`config.mk`:
```
export PLATFORM = sky130hd
export DESIGN_NAME = mem_word_ctrl_flat
export DESIGN_NICKNAME = d
export VERILOG_FILES = /design/src/rtl/mem_ctrl_pkg.sv /design/src/rtl/mem_word_ctrl_if.sv /design/src/rtl/mem_word_ctrl.sv /design/src/flat_wrapper.sv
export SDC_FILE = /design/constraint.sdc
export NUM_CORES = 1
export LEC_CHECK = 0
export ABC_AREA = 1
export ABC_CLOCK_PERIOD_IN_PS = 2300
export BUFFER_PORTS_ARGS = -buffer_cell sky130_fd_sc_hd__buf_4
export CAP_MARGIN = 20
export CORE_UTILIZATION = 32
export DETAILED_ROUTE_END_ITERATION = 10
export GPL_TIMING_DRIVEN = 0
export PLACE_DENSITY_LB_ADDON = 0.08
export REMOVE_ABC_BUFFERS = 1
export SYNTH_ARGS = -nofsm -noshare
export SYNTH_HDL_FRONTEND = slang
export SYNTH_SLANG_ARGS = --single-unit
```
`constraint.sdc`:
```
create_clock -name clk -period 2.3 [get_ports clk]
set_input_delay 0.23 -clock clk [delete_from_list [all_inputs] [get_ports clk]]
set_output_delay 0.23 -clock clk [all_outputs]
set_load 0.05 [all_outputs]
```
`src/rtl/mem_ctrl_pkg.sv`:
```
// mem_ctrl_pkg: shared types and constants for the word/byte memory controller.
//   state_e      controller sequencing states
//   SIZE_BYTE/SIZE_WORD  encodings of the request size bit
//   READ_LAT_DEF default ram read latency
package mem_ctrl_pkg;

  typedef enum logic [2:0] {
    IDLE, WR_LO, WR_HI, RD_LO, WAIT_LO, RD_HI, WAIT_HI, RSP
  } state_e;

  localparam logic SIZE_BYTE    = 1'b0;
  localparam logic SIZE_WORD    = 1'b1;
  localparam int   READ_LAT_DEF = 1;

endpackage

```
`src/rtl/mem_word_ctrl_if.sv`:
```
// mem_word_ctrl_if: request/response handshake bundle of the memory controller.
//   req_*  : request from master (valid/ready, we, size, byte address, store data)
//   rsp_*  : response to master (valid/ready, load data)
//   master : requester side, slave : controller side
interface mem_word_ctrl_if #(
  parameter int ADDR_W = 16,
  parameter int DATA_W = 8
) ();
  logic                req_valid;
  logic                req_ready;
  logic                req_we;
  logic                req_size;
  logic [ADDR_W-1:0]   req_addr;
  logic [2*DATA_W-1:0] req_wdata;
  logic                rsp_valid;
  logic                rsp_ready;
  logic [2*DATA_W-1:0] rsp_rdata;

  modport master (
    output req_valid, req_we, req_size, req_addr, req_wdata, rsp_ready,
    input  req_ready, rsp_valid, rsp_rdata
  );

  modport slave (
    input  req_valid, req_we, req_size, req_addr, req_wdata, rsp_ready,
    output req_ready, rsp_valid, rsp_rdata
  );
endinterface

```
`src/rtl/mem_word_ctrl.sv`:
```
// mem_word_ctrl: splits byte / 16-bit little-endian word loads and stores into
// one or two single-byte accesses on a byte-wide ram, returns completion on a
// response handshake.
//   clk, rst_n   clock, asynchronous active-low reset
//   bus          request/response handshake (slave side)
//   ram_address  ram byte address        (registered)
//   ram_datain   ram write data          (registered)
//   ram_wen      ram write strobe        (registered)
//   ram_ren      ram read strobe         (registered)
//   ram_q        ram read data, valid READ_LAT cycles after ram_ren is sampled
module mem_word_ctrl
  import mem_ctrl_pkg::*;
#(
  parameter int ADDR_W   = 16,
  parameter int DATA_W   = 8,
  parameter int READ_LAT = READ_LAT_DEF
) (
  input  logic              clk,
  input  logic              rst_n,
  mem_word_ctrl_if.slave    bus,
  output logic [ADDR_W-1:0] ram_address,
  output logic [DATA_W-1:0] ram_datain,
  output logic              ram_wen,
  output logic              ram_ren,
  input  logic [DATA_W-1:0] ram_q
);

  localparam int CNT_W = $clog2(READ_LAT + 1);
  localparam logic [CNT_W-1:0] CNT_LAST = CNT_W'(READ_LAT - 1);

  state_e              state_q, state_d;
  logic                size_q;
  logic [ADDR_W-1:0]   addr_q;
  logic [DATA_W-1:0]   wdata_hi_q;
  logic [CNT_W-1:0]    wcnt_q, wcnt_d;
  logic [2*DATA_W-1:0] rdata_q, rdata_d;
  logic                rsp_valid_q, rsp_valid_d;
  logic [ADDR_W-1:0]   ram_address_q, ram_address_d;
  logic [DATA_W-1:0]   ram_datain_q, ram_datain_d;
  logic                ram_wen_q, ram_wen_d;
  logic                ram_ren_q, ram_ren_d;
  logic                accept, wait_done;

  assign accept    = bus.req_valid && (state_q == IDLE);
  assign wait_done = (wcnt_q == CNT_LAST);

  // State register
  always_ff @(posedge clk or negedge rst_n) begin
    if (!rst_n) state_q <= IDLE;
    else        state_q <= state_d;
  end

  // Next state. Load/store direction is carried by the state itself, so only
  // size, address and the high store byte need latching.
  always_comb begin
    state_d = state_q;
    case (state_q)
      IDLE:    if (bus.req_valid) state_d = bus.req_we ? WR_LO : RD_LO;
      WR_LO:   state_d = (size_q == SIZE_WORD) ? WR_HI : RSP;
      WR_HI:   state_d = RSP;
      RD_LO:   state_d = WAIT_LO;
      WAIT_LO: if (wait_done) state_d = (size_q == SIZE_WORD) ? RD_HI : RSP;
      RD_HI:   state_d = WAIT_HI;
      WAIT_HI: if (wait_done) state_d = RSP;
      RSP:     if (bus.rsp_ready) state_d = IDLE;
      default: state_d = IDLE;
    endcase
  end

  // Outputs are decoded from the next state and registered, so every ram
  // strobe and the response come straight from flops. LO accesses are only
  // entered from IDLE, hence they take the address/data from the live request.
  always_comb begin
    ram_address_d = ram_address_q;
    ram_datain_d  = ram_datain_q;
    ram_wen_d     = 1'b0;
    ram_ren_d     = 1'b0;
    wcnt_d        = wcnt_q;
    rdata_d       = rdata_q;
    case (state_d)
      WR_LO: begin
        ram_wen_d     = 1'b1;
        ram_address_d = bus.req_addr;
        ram_datain_d  = bus.req_wdata[DATA_W-1:0];
      end
      WR_HI: begin
        ram_wen_d     = 1'b1;
        ram_address_d = addr_q + ADDR_W'(1);
        ram_datain_d  = wdata_hi_q;
      end
      RD_LO: begin
        ram_ren_d     = 1'b1;
        ram_address_d = bus.req_addr;
      end
      RD_HI: begin
        ram_ren_d     = 1'b1;
        ram_address_d = addr_q + ADDR_W'(1);
      end
      default: ;
    endcase
    // Counter is zero on the first wait cycle; last wait cycle sees READ_LAT-1.
    if (state_q == RD_LO || state_q == RD_HI)        wcnt_d = '0;
    else if (state_q == WAIT_LO || state_q == WAIT_HI) wcnt_d = wcnt_q + CNT_W'(1);
    // Clearing on accept yields 0 for stores and a zero high byte for byte loads.
    if (accept) rdata_d = '0;
    if (state_q == WAIT_LO && wait_done) rdata_d[DATA_W-1:0] = ram_q;
    if (state_q == WAIT_HI && wait_done) rdata_d[2*DATA_W-1:DATA_W] = ram_q;
    rsp_valid_d = (state_d == RSP);
  end

  always_ff @(posedge clk or negedge rst_n) begin
    if (!rst_n) begin
      size_q        <= SIZE_BYTE;
      addr_q        <= '0;
      wdata_hi_q    <= '0;
      wcnt_q        <= '0;
      rdata_q       <= '0;
      rsp_valid_q   <= 1'b0;
      ram_address_q <= '0;
      ram_datain_q  <= '0;
      ram_wen_q     <= 1'b0;
      ram_ren_q     <= 1'b0;
    end else begin
      if (accept) begin
        size_q     <= bus.req_size;
        addr_q     <= bus.req_addr;
        wdata_hi_q <= bus.req_wdata[2*DATA_W-1:DATA_W];
      end
      wcnt_q        <= wcnt_d;
      rdata_q       <= rdata_d;
      rsp_valid_q   <= rsp_valid_d;
      ram_address_q <= ram_address_d;
      ram_datain_q  <= ram_datain_d;
      ram_wen_q     <= ram_wen_d;
      ram_ren_q     <= ram_ren_d;
    end
  end

  assign bus.req_ready = (state_q == IDLE);
  assign bus.rsp_valid = rsp_valid_q;
  assign bus.rsp_rdata = rdata_q;
  assign ram_address   = ram_address_q;
  assign ram_datain    = ram_datain_q;
  assign ram_wen       = ram_wen_q;
  assign ram_ren       = ram_ren_q;

endmodule

```
`src/flat_wrapper.sv`:
```
// flat-port wrapper written by rule: the top's interface ports become plain ports
module mem_word_ctrl_flat import mem_ctrl_pkg::*;
#(
  parameter int ADDR_W   = 16,
  parameter int DATA_W   = 8,
  parameter int READ_LAT = READ_LAT_DEF
)
  (clk, rst_n, ram_address, ram_datain, ram_wen, ram_ren, ram_q, bus_req_valid, bus_req_we, bus_req_size, bus_req_addr, bus_req_wdata, bus_rsp_ready, bus_req_ready, bus_rsp_valid, bus_rsp_rdata);
  mem_word_ctrl_if #(.ADDR_W(ADDR_W), .DATA_W(DATA_W)) bus_i ();
  input  logic clk;
  input  logic rst_n;
  output logic [ADDR_W-1:0] ram_address;
  output logic [DATA_W-1:0] ram_datain;
  output logic ram_wen;
  output logic ram_ren;
  input  logic [DATA_W-1:0] ram_q;
  input wire logic [$bits(bus_i.req_valid)-1:0] bus_req_valid;
  input wire logic [$bits(bus_i.req_we)-1:0] bus_req_we;
  input wire logic [$bits(bus_i.req_size)-1:0] bus_req_size;
  input wire logic [$bits(bus_i.req_addr)-1:0] bus_req_addr;
  input wire logic [$bits(bus_i.req_wdata)-1:0] bus_req_wdata;
  input wire logic [$bits(bus_i.rsp_ready)-1:0] bus_rsp_ready;
  output wire logic [$bits(bus_i.req_ready)-1:0] bus_req_ready;
  output wire logic [$bits(bus_i.rsp_valid)-1:0] bus_rsp_valid;
  output wire logic [$bits(bus_i.rsp_rdata)-1:0] bus_rsp_rdata;
  assign bus_i.req_valid = bus_req_valid;
  assign bus_i.req_we = bus_req_we;
  assign bus_i.req_size = bus_req_size;
  assign bus_i.req_addr = bus_req_addr;
  assign bus_i.req_wdata = bus_req_wdata;
  assign bus_i.rsp_ready = bus_rsp_ready;
  assign bus_req_ready = bus_i.req_ready;
  assign bus_rsp_valid = bus_i.rsp_valid;
  assign bus_rsp_rdata = bus_i.rsp_rdata;
  mem_word_ctrl #(.ADDR_W(ADDR_W), .DATA_W(DATA_W), .READ_LAT(READ_LAT)) u_core (.clk(clk), .rst_n(rst_n), .bus(bus_i), .ram_address(ram_address), .ram_datain(ram_datain), .ram_wen(ram_wen), .ram_ren(ram_ren), .ram_q(ram_q));
endmodule
```
# --- Yosys cells after proc, flatten, opt, wreduce, memory -nomap -nowiden ---
# Index checks and enable logic that the tools add are counted.
word_totals:
  ram_bits: 0
  latchBits: 0
  wordCells: 59
  n_memories: 0
  output_inout_bits: 44
  rom_bits: 0
  in_bits: 46
  reg_bits: 72
classes:
  mul: 0
  n_reduce_logical: 15
  n_mux: 17
  addsub: 2
  n_shift: 0
  n_lt_le_gt_ge: 0
  n_bitwise: 1
  n_eq_ne: 12
  n_div: 0
op_table:
  columns: ["cell", "n"]
  rows:
  - ["$pmux W16 S2", 1]
  - ["$pmux W3 S8", 1]
  - ["$eq A3 B3 Y1 const B", 6]
  - ["$add A16 B1 Y16 const B", 1]
  - ["$mux W16", 1]
  - ["$mux W8", 2]
  - ["$pmux W8 S2", 1]
  - ["$mux W3", 5]
  - ["$eq A3 B2 Y1 const B", 4]
  - ["$reduce_bool A2 Y1", 5]
  - ["$reduce_or A2 Y1", 4]
  - ["$eq A3 B1 Y1 const B", 2]
  - ["$mux W1", 4]
  - ["$mux W2", 2]
  - ["$logic_and A1 B1 Y1", 3]
  - ["$logic_not A3 Y1", 1]
  - ["$logic_or A1 B1 Y1", 2]
  - ["$add A1 B1 Y1 const B", 1]
  - ["$not A1 Y1", 1]

# --- Logic depth before layout (Yosys ltp) ---
# Gate-level depths: netlist of the first run.
logic_depth:
  ltp_word: 6
  ltp_mapped: 12
  ltp_nobuf: 11

# --- Worst setup path before layout of the first run ---
# No wires, ideal clock.
synth_path:
  kind: "reg-to-reg"
  start: "register u_core.state_q[2]"
  end: "register u_core.ram_address_q[5], in the netlist u_core.ram_address[5]"
  arrival_time_ns: 2.119
  path_slack_ns: 0.066
  period_less_slack_ns: 2.234
  path_stages_with_launch: 11
  setup_time_ns: 0.116
  path_buffers: 2
  cell_sequence: "dfrtp_1 buf_6 nor3_2 nand2_2 nand3_4 nand2_2 nand2_4 buf_12 nand2_1 o21ai_2 inv_2"
synth_between:
  elab_chain_len: 5
synth_lines:
  columns: ["element", "line_no", "text"]
  rows:
  - ["start: declaration", "mem_word_ctrl.sv:31", "state_e state_q, state_d;"]
  - ["start signal: assignment", "mem_word_ctrl.sv:50", "else state_q <= state_d;"]
  - ["$logic_not A3 Y1 *", null, null]
  - ["named net bus_req_ready", "flat_wrapper.sv:23", "output wire logic [$bits(bus_i.req_ready)-1:0] bus_req_ready;"]
  - ["$pmux W3 S8 *", "mem_word_ctrl.sv:57", "case (state_q)"]
  - ["$eq A3 B2 Y1, or another cell as far along", "mem_word_ctrl.sv:80", "case (state_d)"]
  - ["$reduce_or A2 Y1 (no line)", null, null]
  - ["$pmux W16 S2 / $reduce_bool A2 Y1 (equally long branches)", null, null]
  - ["end signal: assignment", "mem_word_ctrl.sv:132", "ram_address_q <= ram_address_d;"]
  - ["end: declaration", "mem_word_ctrl.sv:38", "logic [ADDR_W-1:0] ram_address_q, ram_address_d;"]
# The timed path passes the listed nets; every way through them passes the cells marked *.
# A chain may end at the register's enable or synchronous reset.

# --- Worst setup path after layout of the first run ---
layout_path:
  start: "register u_core.state_q[1]"
  end: "register u_core.ram_address_q[5], in the netlist u_core.ram_address[5]"
layout_between:
  elab_chain_len: 5
layout_lines:
  columns: ["element", "line_no"]
  rows:
  - ["$eq A3 B3 Y1, or another cell as far along", "mem_word_ctrl.sv:57"]
  - ["$pmux W3 S8 *", "mem_word_ctrl.sv:57"]
  - ["$eq A3 B2 Y1, or another cell as far along", "mem_word_ctrl.sv:80"]
  - ["$reduce_or A2 Y1 (no line)", null]
  - ["$pmux W16 S2 / $reduce_bool A2 Y1 (equally long branches)", null]
# Every way passes the cells marked *; elsewhere a longest branch is shown, timed or not.

==> run summary, run 1 <==
DP Worst Slack - -0.433 ns
vias in the first global route - 2840
vias per cell - 4.62
commonest non-fill, non-tap cells in the layout - nand2_1, buf_4, dfrtp_1
number of buffers and inverters on the critical path - 3
largest net degree at the start of global routing - 73
Antenna Cells - 0
Hold Vio Cnt, Final - 0
sequential fraction of the synthesis area - 51.3%
CTS buffer count - 9
CP Capture Type - flip-flop
Layout area overhead - 29.7%
Max-Cap Viols - 0
Initial Util - 33.5%
GPL Wtd Cong - 0.732
Logic pwr share - 55.4%
multi-input logic area - 1470 sq um
CTS Buffer Depth - 2
hold buffer count at CTS - 0
Yosys top cell area share - 51.3%
Pwr Total - 0.00774 W
crit-path cells - nor3_4 > nand2_8 > clkinvlp_4 > buf_16 > o21ai_0 > nand2_1 > o21ai_2 > inv_2
Worst Setup Start Kind - flip-flop
IO Pins - 90
Die X-Extent - 107 um
CTS Root Cell - clkbuf_8
Worst EP arrival - 2.28 ns
top cells by area, synth - dfrtp_1, nand2_1, nand3_1
Setup CP Type - reg -> reg
Nets - 539
Max-slew headroom - 37.2%
Critical Path RT - 2.54 ns
post-synthesis cell type count - 34
htree depth - 3
Worst Tran Pin Value - 0.943 ns
total congestion overflow - 0
fin crit period - 2.04 ns
post-route cell area - 4550 sq um
#FFs+latches synth - 72
Yosys warning count - 0
Worst path slowest cell - dfrtp_1
CORE AREA - 10500 sq um
final setup vio count - 0
initial antenna violation count - 0
Hold Path Class - in -> async
NetSw - 0.00384 W
full die area - 11400 sq um
residual DRC count - 0
Final WS setup - 0.259 ns
leak pwr - 2.24 nW
Setup Skew - 0.00990 ns
commonest non-fill, non-tap cell in the layout - nand2_1
Iter 0 DRT Violations - 101
Final Cycle Share - 88.7%
mapped cell area - 3510 sq um
Clock Sink Count - 72
Buffers on Ports - 89
global-route wire length before repair - 13800 um
drt total wl - 8170 um
outcome - completed
worst-path fanout max - 42
non-filler cells in the finished layout - 633
Reg power frac - 30.0%
Synth area leader - dfrtp_1
CP max stage delay - 0.51 ns
maximum vdd drop - 815 uV
CP top delay family - buffers and inverters
RSZ-0062 raised after global routing - false
Die H - 107 um
Clk Latency, worst-skew pair - 0.35 ns
HPWL Detailed - 5400 um
CTS tree - done
Final ANT Viol Nets - 0
Syn Area/Cell - 8.71 sq um
Clock Pin Slew Worst Setup and Hold Paths - 0.08 ns
setup TNS - 0 ns
Total GRT Usage - 15.3%
# rows - 37
sequential cell area - 1800 sq um
fill cell count - 1081
fmax - 490 MHz
DR WL/cell - 12.9 um
max-slew violation count - 0
Power Density - 1700 nW/um^2
clock group share of total power - 14.5%
layout cells sized above 1 - 31.0%
Post-Synthesis Cells - 403
drt pass-1 iters - 7
switch share - 49.6%
Pint - 0.00390 W
post-placement cell count - 615
routed via count - 2924
Post-DP Area - 4280 sq um
flip-flops by register name, summed over array words and instances, names as in the netlist:
signal / count
u_core.addr_q: 16
u_core.bus.rsp_rdata: 16
u_core.bus.rsp_valid: 1
u_core.ram_address: 16
u_core.ram_datain: 8
u_core.ram_ren: 1
u_core.ram_wen: 1
u_core.size_q: 1
u_core.state_q: 3
u_core.wcnt_q: 1
u_core.wdata_hi_q: 8
cell type report:
cell class              count  share of cell area (%)
inverters                  48                    4.04
flip-flops and latches     72                    39.6
clock buffers              10                    3.02
repair buffers             92                    15.6
multi-input cells         269                    32.2
well taps                 136                    3.74
clock inverters             6                    1.81
power by group through the flow:
stage | clock [W] | combinational [W] | sequential, W
5_1_grt | 0.00121 | 0.00472 | 0.00241
3_5_place_dp | 0 | 0.00422 | 0.00234
6_report | 0.00112 | 0.00429 | 0.00232
4_1_cts | 0.00116 | 0.00425 | 0.00233
3_3_place_gp | 0 | 0.00419 | 0.00233
2_1_floorplan | 0 | 0.00191 | 0.00347
cells by family after synthesis:
| family | count (synthesis) | synth area share [%] |
|---|---|---|
| fa+ha+maj | 1 | 0.356 |
| xor+xnor | 7 | 1.75 |
| simple gates | 190 | 26.6 |
| flops | 72 | 51.3 |
| buf+inv | 62 | 7.88 |
| compound gates | 71 | 12.1 |
Yosys cell counts:
| library cell | count |
|---|---|
| nand2_1 | 93 |
| dfrtp_1 | 72 |
| nand3_1 | 45 |
| o21ai_0 | 40 |
| inv_1 | 39 |
| nor2_1 | 20 |
| o21ai_2 | 10 |
| inv_2 | 9 |
| o21bai_1 | 9 |
| nand3_2 | 8 |
| a21oi_1 | 7 |
| xor2_1 | 6 |
| clkbuf_1 | 5 |
| nand2_2 | 5 |
| or2_2 | 5 |
| buf_2 | 4 |
| nand3_4 | 3 |
| nand4_1 | 3 |
| o21a_1 | 3 |
| nand2_4 | 2 |
| nor3_1 | 2 |
| a21o_1 | 1 |
| buf_1 | 1 |
| buf_12 | 1 |
| buf_4 | 1 |
| buf_6 | 1 |
| buf_8 | 1 |
| ha_1 | 1 |
| nand3b_1 | 1 |
| nor2_4 | 1 |
| nor3_2 | 1 |
| nor3b_1 | 1 |
| o21ai_1 | 1 |
| xnor2_1 | 1 |
metrics by stage:
step	hold WS [ns]	utilization (%)
global route	0.0843	43.5
CTS	0.0624	43.2
floorplan	-0.0656	-
detailed placement	0.448	40.9
global placement	0.441	40.6
finish	0.0198	43.5
metal layers:
layer / global-route usage [%] / vias up / part of all wire [%]
li1: - / 1472 / -
met1: 20.6 / 1365 / 47
met2: 24.2 / 74 / 47
met3: 3.40 / 13 / 5.2
met4: 5.28 / 0 / 1.3
met5: 0 / - / 0
final timing paths:
path | startpoint | endpoint | slack, ns | cells past startpoint
max | u_core.state_q[1] | u_core.ram_address[5] | 0.26 | 8
max reg2reg | u_core.state_q[1] | u_core.ram_address[5] | 0.26 | 8
min in group clk | bus_req_addr[11] | u_core.addr_q[11] | 0.09 | 3
min | rst_n | u_core.bus.rsp_rdata[11] | 0.02 | 1
max in group asynchronous | rst_n | u_core.wdata_hi_q[2] | 1.66 | 1
min reg2reg | u_core.ram_address[11] | u_core.ram_address[11] | 0.49 | 2
repair_timing:
action                                  in CTS  in global routing
endpoints found under the setup margin      47                 23
pin swaps                                    0                  1
resized for setup                            3                  3
setup buffers                                0                  2
No activity file was read; power rests on OpenSTA's default activity.
==> inputs of run 2 (changes only) <==
REMOVE_ABC_BUFFERS = default   (was 1)
==> run summary, run 2 (same netlist as run 1, synthesis figures left out) <==
hold buffer count at CTS - 0 (unchanged)
failing checks - hold timing
drt pass-1 iters - 4 (was 7)
Synth Net Count - 450
reg-to-reg endpoint - u_core.ram_address[4] (was u_core.ram_address[5])
Clk Latency, worst-skew pair - 0.36 ns (was 0.35 ns)
Iter 0 DRT Violations - 105 (was 101)
Die H - 107 um (unchanged)
Worst Setup Start Kind - flip-flop (unchanged)
Layout area overhead - 30.2% (was 29.7%)
routed via count - 2964 (was 2924)
CTS tree - done (unchanged)
maximum vdd drop - 631 uV (was 815 uV)
Final WS setup - 0.393 ns (was 0.259 ns)
final setup vio count - 0 (unchanged)
Worst Tran Pin Value - 0.946 ns (was 0.943 ns)
Die X-Extent - 107 um (unchanged)
Final Cycle Share - 82.9% (was 88.7%)
Antenna Cells - 0 (unchanged)
htree depth - 3 (unchanged)
# rows - 37 (unchanged)
largest net degree at the start of global routing - 73 (unchanged)
# Post-CTS Setup Buffers - 0 (unchanged)
Nets - 550 (was 539)
Hold Vio Cnt, Final - 7 (was 0)
RSZ-0062 raised after global routing - false (unchanged)
fill cell count - 1098 (was 1081)
Total GRT Usage - 16.4% (was 15.3%)
Pwr Total - 0.00787 W (was 0.00774 W)
Initial Util - 33.5% (unchanged)
layout cells sized above 1 - 30.9% (was 31.0%)
Hold Path Class - in -> async (unchanged)
total congestion overflow - 0 (unchanged)
fin util - 43.7% (was 43.5%)
DP Worst Slack - 0.366 ns (was -0.433 ns)
Worst R2R Start - u_core.state_q[1] (unchanged)
Power Density - 1720 nW/um^2 (was 1700 nW/um^2)
drt total wl - 8830 um (was 8170 um)
full die area - 11400 sq um (unchanged)
Setup CP Type - reg -> reg (unchanged)
commonest non-fill, non-tap cell in the layout - nand2_1 (unchanged)
minimum setup slack among reg-to-reg paths - 0.39 ns (was 0.26 ns)
Worst EP arrival - 2.15 ns (was 2.28 ns)
Max-slew headroom - 36.9% (was 37.2%)
Setup Skew - 0.0122 ns (was 0.00990 ns)
commonest non-fill, non-tap cells in the layout - nand2_1, buf_4, dfrtp_1 (unchanged)
CTS Root Cell - clkbuf_8 (unchanged)
GPL Wtd Cong - 0.836 (was 0.732)
worst-path fanout max - 10 (was 42)
HPWL Detailed - 6310 um (was 5400 um)
CTS Buffer Depth - 2 (unchanged)
worst hold slack - -0.0110 ns (was 0.0198 ns)
initial antenna violation count - 0 (unchanged)
CP Capture Type - flip-flop (unchanged)
CTS buffer count - 9 (unchanged)
vias in the first global route - 2895 (was 2840)
residual DRC count - 0 (unchanged)
R2R cell count - 9 (was 8)
Post-DP Area - 4350 sq um (was 4280 sq um)
Final ANT Viol Nets - 0 (unchanged)
leak pwr - 2.27 nW (was 2.24 nW)
fin crit period - 1.91 ns (was 2.04 ns)
CORE AREA - 10500 sq um (unchanged)
Buffers on Ports - 89 (unchanged)
post-CTS sizing - 0 (was 3)
Max-Cap Viols - 0 (unchanged)
setup TNS - 0 ns (unchanged)
Clock Sink Count - 72 (unchanged)
outcome - finished, violations left (was completed)
global-route wire length before repair - 14200 um (was 13800 um)
max-slew violation count - 0 (unchanged)
Critical Path RT - 2.55 ns (was 2.54 ns)
DR WL/cell - 13.7 um (was 12.9 um)
fmax - 524 MHz (was 490 MHz)
post-route cell area - 4570 sq um (was 4550 sq um)
vias per cell - 4.60 (was 4.62)
IO Pins - 90 (unchanged)
Clock Pin Slew Worst Setup and Hold Paths - 0.08 ns (about the same)
==> run 2: final cells by class <==
cell class / instances / area, sq um / area share, %
Timing Repair Buffer: 89 / 668 / 14.6
Clock buffer: 9 / 124 / 2.71
Tap cell: 136 / 170 / 3.73
Inverter: 48 / 180 / 3.94
Multi-Input combinational cell: 269 / 1430 / 31.3
Clock inverter: 7 / 96.3 / 2.11
Sequential cell: 72 / 1800 / 39.4
Buffer: 14 / 96.3 / 2.11
==> run 2: worst max path at each step <==
stage / slack (ns) / depth (start not counted) / start / end
finish: 0.39 / 9 / u_core.state_q[1] / u_core.ram_address[4]
global route: 0.20 / 9 / u_core.state_q[1] / u_core.ram_address[5]
detailed placement: 0.37 / 9 / u_core.state_q[1] / u_core.ram_address[6]
floorplan: 0.07 / 10 / u_core.state_q[2] / u_core.ram_address[5]
CTS: 0.35 / 9 / u_core.state_q[1] / u_core.ram_address[7]
global placement: 0.39 / 9 / u_core.state_q[1] / u_core.ram_address[7]
==> run 2: worst max-delay path, stage by stage (launching register included) <==
cell and delay [ns]:
dfrtp_1 0.47, inv_1 0.10, nand2_1 0.08, o21ai_2 0.38
nand3_4 0.22, nand2_4 0.21, buf_12 0.16, nand3_2 0.07
o21ai_2 0.06, inv_2 0.03
==> run 2: report_power, final <==
group	leakage (nW)	switching (W)	internal (W)	total, W
combinational	1.30	0.00299	0.00146	0.00445
clock	0.113	0.000506	0.000612	0.00112
sequential	0.850	0.000394	0.00191	0.00230
==> run 2: metrics by stage <==
step | std cells | hold slack [ns]
finish | 644 | -0.0110
global route | 644 | 0.0690
CTS | 644 | 0.0501
detailed placement | 628 | 0.442
global placement | 628 | 0.442
floorplan | 403 | -0.0656
==> run 2: routing by layer <==
metal  share of wire [%]  global-route usage (%)  wire, um  up-vias
li1                    -                       -         -     1509
met1                  47                    21.8      4160     1383
met2                  47                    25.6      4140       64
met3                 4.6                    4.44       410        8
met4                 1.3                    5.97       111        0
met5                   0                       0         0        -
==> inputs of run 3 (changes only) <==
ABC_CLOCK_PERIOD_IN_PS = 1700   (was 2300)
clock period = 1.7 ns   (was 2.3 ns; I/O delays follow)
==> run summary, run 3 (same netlist as run 1, synthesis figures left out) <==
outcome - completed (was finished, violations left)
total congestion overflow - 0 (unchanged)
RSZ-0062 raised after global routing - true (was false)
DR WL/cell - 13.6 um (was 13.7 um)
CORE AREA - 10500 sq um (unchanged)
crit path launch - u_core.state_q[0] (was u_core.state_q[1])
maximum vdd drop - 1000 uV (was 631 uV)
HPWL Detailed - 6290 um (was 6310 um)
Final Cycle Share - 98.4% (was 82.9%)
IO Pins - 90 (unchanged)
GPL Wtd Cong - 0.835 (was 0.836)
M1 GR Usage - 21.7% (was 21.8%)
largest net degree at the start of global routing - 73 (unchanged)
# rows - 37 (unchanged)
Synth Net Count - 450 (unchanged)
Layout area overhead - 35.7% (was 30.2%)
non-filler cells in the finished layout - 656 (was 644)
Worst R2R Start - u_core.state_q[0] (was u_core.state_q[1])
Nets - 562 (was 550)
Worst Tran Pin Value - 0.941 ns (was 0.946 ns)
Final ANT Viol Nets - 0 (unchanged)
min-delay src - bus_req_wdata[13]
CTS tree - done (unchanged)
max-slew violation count - 0 (unchanged)
Hold Vio Cnt, Final - 0 (was 7)
CTS Buffer Depth - 2 (unchanged)
htree depth - 3 (unchanged)
initial antenna violation count - 0 (unchanged)
worst-path fanout max - 10 (unchanged)
fin crit period - 1.67 ns (was 1.91 ns)
met3 usage - 3.22% (was 4.44%)
CTS Root Cell - clkbuf_8 (unchanged)
Max-Cap Viols - 0 (unchanged)
fin util - 45.5% (was 43.7%)
post-placement cell count - 628 (unchanged)
Clk Latency, worst-skew pair - 0.35 ns (was 0.36 ns)
CP Capture Type - flip-flop (unchanged)
Critical Path RT - 1.94 ns (was 2.55 ns)
vias in the first global route - 2966 (was 2895)
vias per cell - 4.63 (was 4.60)
full die area - 11400 sq um (unchanged)
reg-to-reg endpoint - u_core.ram_address[6] (was u_core.ram_address[4])
routed via count - 3036 (was 2964)
fmax - 598 MHz (was 524 MHz)
layout cells sized above 1 - 35.6% (was 30.9%)
Antenna Cells - 0 (unchanged)
minimum setup slack among reg-to-reg paths - 0.03 ns (was 0.39 ns)
drt total wl - 8940 um (was 8830 um)
Clock Pin Slew Worst Setup and Hold Paths - 0.09 ns (was 0.08 ns)
fill cell count - 1083 (was 1098)
Setup CP Type - reg -> reg (unchanged)
Setup Skew - 0.0150 ns (was 0.0122 ns)
Iter 0 DRT Violations - 104 (was 105)
Total GRT Usage - 16.4% (about the same)
Worst Setup Start Kind - flip-flop (unchanged)
Pwr Total - 0.0112 W (was 0.00787 W)
Die H - 107 um (unchanged)
Initial Util - 33.5% (unchanged)
commonest non-fill, non-tap cell in the layout - buf_4 (was nand2_1)
post-route cell area - 4760 sq um (was 4570 sq um)
Hold Path Class - in -> reg (was in -> async)
Worst EP arrival - 1.91 ns (was 2.15 ns)
global-route layer with the greatest usage - met2 (unchanged)
global-route wire length before repair - 14500 um (was 14200 um)
Buffers on Ports - 89 (unchanged)
leak pwr - 2.36 nW (was 2.27 nW)
met2 Use GR - 27.1% (was 25.6%)
Min-Delay Endpoint - u_core.wdata_hi_q[5]
Max-slew headroom - 37.2% (was 36.9%)
hold path depth - 3
R2R cell count - 9 (unchanged)
Post-DP Area - 4360 sq um (was 4350 sq um)
CTS buffer count - 9 (unchanged)
final setup vio count - 0 (unchanged)
residual DRC count - 0 (unchanged)
drt pass-1 iters - 4 (unchanged)
commonest non-fill, non-tap cells in the layout - buf_4, nand2_1, dfrtp_1 (was nand2_1, buf_4, dfrtp_1)
Power Density - 2340 nW/um^2 (was 1720 nW/um^2)
Clock Sink Count - 72 (unchanged)
Die X-Extent - 107 um (unchanged)
## run 3: changes by cell type in the layout (fill, tap and decap cells not counted), moves of 2 or more
cell and delta:
nand2_2 +2, dfrtp_2 +2, clkinvlp_4 +2, clkbuf_2 +2
buf_2 -2, dfrtp_1 -2, clkbuf_1 -3, nor2_1 -5
buf_4 +14, nand2_1 -3, clkinv_4 -3, nor2_2 +4
## run 3: cell type report
| cell class | count | area (sq um) | area share [%] |
|---|---|---|---|
| buffer | 14 | 115 | 2.42 |
| clock inverter | 7 | 119 | 2.50 |
| multi-input combinational | 269 | 1490 | 31.2 |
| timing repair buffer | 101 | 761 | 16.0 |
| inverter | 48 | 180 | 3.78 |
| tap | 136 | 170 | 3.57 |
| sequential | 72 | 1800 | 37.9 |
| clock buffer | 9 | 124 | 2.60 |
## run 3: metal layers
layer | vias to the layer above | routed length [um] | part of all wire [%]
met5 | - | 0 | 0
met4 | 0 | 104 | 1.2
met3 | 10 | 434 | 4.9
met2 | 66 | 4260 | 48
met1 | 1436 | 4150 | 46
li1 | 1524 | - | -
## run 3: timing repair
item	in CTS	in global routing
hold endpoints to repair	14	0
resized for setup	7	16
hold buffers	1	0
setup buffers	9	2
endpoints found under the setup margin	40	48
pin swaps	6	3
## run 3: metrics by stage
step	hold slack, ns	setup slack (ns)	TNS (ns)
after floorplan	-0.126	-0.202	-6.23
after global placement	0.382	-0.223	-4.18
after detailed placement	0.380	-0.231	-4.54
after CTS	0.0147	0.00477	0
after global routing	0.0177	-0.0824	-1.58
final	0.0241	0.0268	0
## run 3: worst max path at each step
stage | end | slack, ns | cells after the start
final | u_core.ram_address[6] | 0.03 | 9
after global routing | u_core.ram_address[6] | -0.08 | 9
after CTS | u_core.ram_address[7] | 0.005 | 9
after detailed placement | u_core.ram_address[2] | -0.23 | 9
after global placement | u_core.ram_address[5] | -0.22 | 9
after floorplan | u_core.ram_address[5] | -0.20 | 9
## run 3: critical path, cell delays in order (launching register included)
cell,delay (ns)
dfrtp_2,0.48
nor3b_2,0.38
nor2_2,0.09
nand3_4,0.09
nand2_2,0.07
nand2_4,0.13
buf_12,0.16
nand3_2,0.07
o21ai_2,0.06
inv_2,0.03
## run 3: where the power goes
group	switching [W]	internal, W	total [W]
logic	0.00413	0.00221	0.00634
registers	0.000561	0.00258	0.00314
clock network	0.000693	0.000977	0.00167
